**src/rtl/calendar_pkg.sv**
```systemverilog
// Shared calendar definitions: month codes, days-per-month table, leap rule.
package calendar_pkg;

    localparam logic [1:0] SET_MONTH = 2'd2;
    localparam logic [3:0] MONTHS    = 4'd12;

    typedef enum logic [3:0] {
        JAN = 4'd1,  FEB = 4'd2,  MAR = 4'd3,  APR = 4'd4,
        MAY = 4'd5,  JUN = 4'd6,  JUL = 4'd7,  AUG = 4'd8,
        SEP = 4'd9,  OCT = 4'd10, NOV = 4'd11, DEC = 4'd12
    } month_e;

    // February entry is the common-year value; leap years override it.
    localparam logic [4:0] DAYS_IN_MONTH [1:12] = '{
        5'd31, 5'd28, 5'd31, 5'd30, 5'd31, 5'd30,
        5'd31, 5'd31, 5'd30, 5'd31, 5'd30, 5'd31
    };

    // Gregorian leap rule; year 0 is divisible by 400 and so counts as leap.
    function automatic logic is_leap(input logic [13:0] y);
        return ((y % 14'd4) == 14'd0) &&
               (((y % 14'd100) != 14'd0) || ((y % 14'd400) == 14'd0));
    endfunction

endpackage

```
**src/rtl/month_if.sv**
```systemverilog
// Bus between the month stage and its neighbours (keys, day/year stages, display).
interface month_if;
    logic        up;
    logic [1:0]  set;
    logic        day_carry;
    logic [13:0] year_count;
    logic [3:0]  month_count;
    logic        month_carry;
    logic [4:0]  day_case;
    logic [13:0] month_7seg;

    modport master (
        output up, set, day_carry, year_count,
        input  month_count, month_carry, day_case, month_7seg
    );

    modport slave (
        input  up, set, day_carry, year_count,
        output month_count, month_carry, day_case, month_7seg
    );
endinterface

```
**src/rtl/month_days_lut.sv**
```systemverilog
// Combinational days-in-month lookup. Out-of-range month codes fall back to 31.
module month_days_lut
    import calendar_pkg::*;
(
    input  logic [3:0] month,
    input  logic       leap,
    output logic [4:0] days
);

    // Table lookup with a February override in leap years
    always_comb begin
        days = 5'd31;
        if ((month >= JAN) && (month <= DEC)) begin
            if ((month == FEB) && leap) begin
                days = 5'd29;
            end else begin
                days = DAYS_IN_MONTH[month];
            end
        end else begin
            days = 5'd31;
        end
    end

endmodule

```
**src/rtl/month_display.sv**
```systemverilog
// Two-digit display helpers: binary to BCD and BCD to active-low 7-segment (gfedcba).
module binary_to_bcd_8bit (
    input  logic [7:0] bin_i,
    output logic [3:0] tens_o,
    output logic [3:0] units_o
);

    // Only two digits are displayed, so the hundreds place is dropped
    always_comb begin
        tens_o  = 4'((bin_i % 8'd100) / 8'd10);
        units_o = 4'(bin_i % 8'd10);
    end

endmodule

module bcd_to_7segment (
    input  logic [3:0] bcd_i,
    input  logic       blank_i,
    output logic [6:0] seg_o
);

    // Decode one digit; blank_i suppresses a leading zero, invalid codes go dark
    always_comb begin
        seg_o = 7'b1111111;
        if (blank_i && (bcd_i == 4'd0)) begin
            seg_o = 7'b1111111;
        end else begin
            case (bcd_i)
                4'd0:    seg_o = 7'b1000000;
                4'd1:    seg_o = 7'b1111001;
                4'd2:    seg_o = 7'b0100100;
                4'd3:    seg_o = 7'b0110000;
                4'd4:    seg_o = 7'b0011001;
                4'd5:    seg_o = 7'b0010010;
                4'd6:    seg_o = 7'b0000010;
                4'd7:    seg_o = 7'b1111000;
                4'd8:    seg_o = 7'b0000000;
                4'd9:    seg_o = 7'b0010000;
                default: seg_o = 7'b1111111;
            endcase
        end
    end

endmodule

```
**src/rtl/month.sv**
```systemverilog
// Month-of-year counter (1..12). Advances on a day_carry rise in run mode or an
// up rise in month-set mode, reports the month length and drives two 7-seg digits.
// Build option: define LEAP_YEAR_EN to apply the leap rule to February;
// otherwise February is always 28 days and year_count is not used.
module month
    import calendar_pkg::*;
(
    input  logic    clock,
    input  logic    reset,
    month_if.slave  bus
);

    logic       up_q;
    logic       day_carry_q;
    logic [3:0] month_count_q;
    logic [3:0] month_count_d;
    logic       month_carry_q;
    logic       month_carry_d;
    logic [4:0] day_case_q;
    logic [4:0] days_s;
    logic       leap_s;
    logic       adv_s;
    logic [3:0] tens_s;
    logic [3:0] units_s;
    logic [6:0] tens_seg_s;
    logic [6:0] units_seg_s;

    // Select the advance source from the set code and compute the next month
    always_comb begin
        adv_s         = 1'b0;
        month_count_d = month_count_q;
        month_carry_d = 1'b0;
        case (bus.set)
            2'b00:     adv_s = bus.day_carry & ~day_carry_q;
            SET_MONTH: adv_s = bus.up & ~up_q;
            default:   adv_s = 1'b0;
        endcase
        if (adv_s) begin
            if (month_count_q < MONTHS) begin
                month_count_d = month_count_q + 4'd1;
            end else begin
                month_count_d = JAN;
                // Only a calendar roll-over (not a manual set) carries into the year
                month_carry_d = (bus.set == 2'b00);
            end
        end else begin
            month_count_d = month_count_q;
        end
    end

`ifdef LEAP_YEAR_EN
    // February length depends on the current year
    always_comb begin
        leap_s = is_leap(bus.year_count);
    end
`else
    // February is fixed at 28 days in this build
    always_comb begin
        leap_s = 1'b0;
    end
`endif

    month_days_lut u_days (
        .month (month_count_q),
        .leap  (leap_s),
        .days  (days_s)
    );

    // State registers: edge-detect history, month counter, carry pulse, month length
    always_ff @(posedge clock or negedge reset) begin
        if (!reset) begin
            up_q          <= 1'b0;
            day_carry_q   <= 1'b0;
            month_count_q <= JAN;
            month_carry_q <= 1'b0;
            day_case_q    <= 5'd31;
        end else begin
            up_q          <= bus.up;
            day_carry_q   <= bus.day_carry;
            month_count_q <= month_count_d;
            month_carry_q <= month_carry_d;
            day_case_q    <= days_s;
        end
    end

    binary_to_bcd_8bit u_bcd (
        .bin_i   ({4'd0, month_count_q}),
        .tens_o  (tens_s),
        .units_o (units_s)
    );

    bcd_to_7segment u_seg_units (
        .bcd_i   (units_s),
        .blank_i (1'b0),
        .seg_o   (units_seg_s)
    );

    bcd_to_7segment u_seg_tens (
        .bcd_i   (tens_s),
        .blank_i (1'b1),
        .seg_o   (tens_seg_s)
    );

    assign bus.month_count = month_count_q;
    assign bus.month_carry = month_carry_q;
    assign bus.day_case    = day_case_q;
    assign bus.month_7seg  = {tens_seg_s, units_seg_s};

endmodule
```
**src/flat_wrapper.sv**
```systemverilog
// flat-port wrapper written by rule: the top's interface ports become plain ports
module month_flat import calendar_pkg::*;
  (clock, reset, bus_up, bus_set, bus_day_carry, bus_year_count, bus_month_count, bus_month_carry, bus_day_case, bus_month_7seg);
  month_if bus_i ();
  input  logic clock;
  input  logic reset;
  input wire logic [$bits(bus_i.up)-1:0] bus_up;
  input wire logic [$bits(bus_i.set)-1:0] bus_set;
  input wire logic [$bits(bus_i.day_carry)-1:0] bus_day_carry;
  input wire logic [$bits(bus_i.year_count)-1:0] bus_year_count;
  output wire logic [$bits(bus_i.month_count)-1:0] bus_month_count;
  output wire logic [$bits(bus_i.month_carry)-1:0] bus_month_carry;
  output wire logic [$bits(bus_i.day_case)-1:0] bus_day_case;
  output wire logic [$bits(bus_i.month_7seg)-1:0] bus_month_7seg;
  assign bus_i.up = bus_up;
  assign bus_i.set = bus_set;
  assign bus_i.day_carry = bus_day_carry;
  assign bus_i.year_count = bus_year_count;
  assign bus_month_count = bus_i.month_count;
  assign bus_month_carry = bus_i.month_carry;
  assign bus_day_case = bus_i.day_case;
  assign bus_month_7seg = bus_i.month_7seg;
  month u_core (.clock(clock), .reset(reset), .bus(bus_i));
endmodule
```
**config.mk**
```make
export PLATFORM = sky130hd
export DESIGN_NAME = month_flat
export DESIGN_NICKNAME = d
export VERILOG_FILES = /design/src/rtl/calendar_pkg.sv /design/src/rtl/month_if.sv /design/src/rtl/month_days_lut.sv /design/src/rtl/month_display.sv /design/src/rtl/month.sv /design/src/flat_wrapper.sv
export SDC_FILE = /design/constraint.sdc
export NUM_CORES = 1
export LEC_CHECK = 0
export CORE_UTILIZATION = 38
export CTS_CLUSTER_SIZE = 10
export DETAILED_ROUTE_END_ITERATION = 10
export GPL_ROUTABILITY_DRIVEN = 0
export HOLD_SLACK_MARGIN = 0.1
export PLACE_DENSITY = 0.85
export SLEW_MARGIN = 20
export SYNTH_ARGS = -nofsm -noshare
export SYNTH_HDL_FRONTEND = slang
export SYNTH_SLANG_ARGS = --single-unit
```
**constraint.sdc**
```tcl
create_clock -name clock -period 2.5 [get_ports clock]
set_input_delay 0.5 -clock clock [delete_from_list [all_inputs] [get_ports clock]]
set_output_delay 0.5 -clock clock [all_outputs]
set_load 0.02 [all_outputs]
```
==> results.json <==
{
  "die_h_um": 48.5,
  "skew_ns": 0.00183,
  "cts_made_buffers": 3,
  "p_per_area_nw_per_um2": 1490,
  "finalPower_mw": 1.75,
  "grt_pass1_vias": 745,
  "ioPinCount": 44,
  "core_um2": 2000,
  "portBuffers": 21,
  "cp-end-kind": "output pin",
  "p_leak_nw": 0.516,
  "start_kind": "flip-flop",
  "ys_seq_elements": 9,
  "wire_per_inst_um": 13.4,
  "ys_warn_count": 0,
  "dieArea_um2": 2360,
  "clkLatencyLatePin_ns": 0.26,
  "p_switching_uw": 886,
  "cts_sinks": 9,
  "yosysSeqAreaShare_pct": 27.8,
  "worst-path-max-fanout": 4,
  "num_rows": 16,
  "worstHoldPathType": "in -> async",
  "worst-endpoint-required_ns": 2.00,
  "dp_hpwl_um": 1480,
  "grt_pass1_wl_um": 3400,
  "max_freq_mhz": 414,
  "antenna_found_initial": 0,
  "crit_start": "u_core.bus.month_count[0]",
  "final_cell_mix": "buf_4 (16), clkdlybuf4s50_1 (12), nand2_1 (9)",
  "route.detailed.drc": 0,
  "netlist_instances": 95,
  "p_int_uw": 867,
  "finalCriticalPeriod_ns": 2.42,
  "htree_levels": 1,
  "via_count": 774,
  "drive_above_1_share_pct": 39.1,
  "dp_cells": 149,
  "fin_util_pct": 58.6,
  "grt_max_degree": 12,
  "syn_avg_cell_area_um2": 8.67,
  "finalHoldViolCount": 0,
  "period_share_pct": 96.6,
  "firstDrtPassIters": 4,
  "gr-total-overflow": 0,
  "crit_type": "reg -> out",
  "synth_edf_count": 0,
  "grt_setup_unrepaired": "false",
  "ir_drop_uv": 683,
  "viasPerCell": 4.99,
  "path_clk_slew_ns": 0.06,
  "synthArstFlopShare_pct": 100,
  "netlist_area_um2": 823,
  "wl_um": 2070,
  "nFillCells": 171,
  "setup_viol": 0,
  "whs_ns": 0.533,
  "cts_tree": "done",
  "p_sw_share_pct": 50.6,
  "crit_arrival_ns": 1.92,
  "finalSetupTns_ns": 0,
  "syn2layout_area_growth_pct": 42.6,
  "comb_power_share_pct": 79.5,
  "maxSlewViolCount": 0,
  "finalNonFillerCells": 155,
  "start_util_pct": 41.1,
  "antenna_left": 0,
  "drtIter0Drc": 14,
  "hold_buffers": 0,
  "seq_power_share_pct": 14.3,
  "grtUsageTotal_pct": 19.0,
  "cap_violations": 0,
  "synth.distinct_cells": 35,
  "fp.dieW_um": 48.5,
  "nets": 157,
  "layout_commonest_cell": "buf_4",
  "r2r-start": "u_core.bus.month_count[0]",
  "status": "complete, no violations",
  "num_antenna_cells": 0,
  "pwr-share-clk_pct": 6.3,
  "cts.path.max_buffers": 2,
  "root_buffer": "clkbuf_4",
  "ys.flop_type": "dfrtp_1"
}
## timing repair
item / in CTS / in global routing
resized for setup: 32 / 8
endpoints found under the setup margin: 9 / 6
setup buffers: 1 / 1
pin swaps: 3 / 3
## synth_stat cells, types with 2 or more instances
cell	number	area share, %
buf_4	10	9.1
nor2_1	10	4.6
nand2_1	9	4.1
ha_1	8	12
o21ai_1	7	4.3
dfrtp_1	6	18
a21oi_1	4	2.4
inv_1	4	1.8
buf_2	3	1.8
dfstp_2	3	9.6
o21ai_0	3	1.8
inv_2	2	0.91
o21a_4	2	3.6
o21ai_2	2	2.1
o31ai_1	2	1.8
## sequential cells by signal (all words and copies together), names as in the netlist
name	cells
u_core.bus.day_case	2
u_core.bus.month_carry	1
u_core.day_carry_q	1
u_core.bus.month_count	4
u_core.up_q	1
## logic make-up after synthesis
kind of cell,synth area share [%]
and+or+nand+nor,20.8
DFF,27.8
other,0.455
AOI/OAI and AO/OA,22.5
adders and majority gates,12.2
muxes,1.22
buffers and inverters,15.0
## critical path, cell delays in order, from the launching register on
cell,delay (ns)
dfstp_2,0.54
inv_2,0.05
ha_4,0.18
buf_4,0.14
nor3_4,0.19
o21ai_2,0.12
a211oi_2,0.23
nor2_1,0.06
buf_4,0.15
## metrics by stage
step / worst slack (ns) / instance area [µm²]
after global placement: -0.145 / 1110
after detailed placement: -0.183 / 1110
final: 0.0839 / 1170
after CTS: 0.0181 / 1170
after floorplan: -0.00869 / 880
after global routing: 0.00567 / 1170
## routing by layer
| metal | vias to the layer above | GRT usage [%] | wire (µm) |
|---|---|---|---|
| met4 | 0 | 6.37 | 21 |
| li1 | 373 | - | - |
| met3 | 5 | 5.03 | 102 |
| met1 | 372 | 20.0 | 821 |
| met5 | - | 0 | 0 |
| met2 | 24 | 36.2 | 1130 |
## final timing paths
path	endpoint	slack, ns	cells past startpoint
setup / recovery	bus_month_7seg[5]	0.08	8
hold / removal	u_core.bus.month_count[3]	0.53	1
setup reg to reg	u_core.bus.day_case[0]	0.96	6
hold reg to reg	u_core.bus.month_count[0]	0.69	3
max in group asynchronous	u_core.bus.month_count[0]	1.65	1
min in group clock	u_core.bus.month_count[0]	0.69	3
## area by class of cell
| cell class | instances | area (µm²) | area share [%] |
|---|---|---|---|
| clock buffer | 4 | 26.3 | 2.24 |
| tap | 27 | 33.8 | 2.88 |
| timing repair buffer | 36 | 288 | 24.5 |
| sequential | 9 | 229 | 19.5 |
| multi-input combinational | 73 | 574 | 48.9 |
| inverter | 6 | 22.5 | 1.92 |
## power groups by stage
stage / clock network [mW] / logic [mW] / registers [mW]
2_1_floorplan: 0 / 0.803 / 0.294
3_3_place_gp: 0 / 1.32 / 0.240
3_5_place_dp: 0 / 1.37 / 0.243
4_1_cts: 0.112 / 1.35 / 0.248
5_1_grt: 0.117 / 1.49 / 0.255
6_report: 0.110 / 1.39 / 0.250
(Power assumes the default switching activity.)
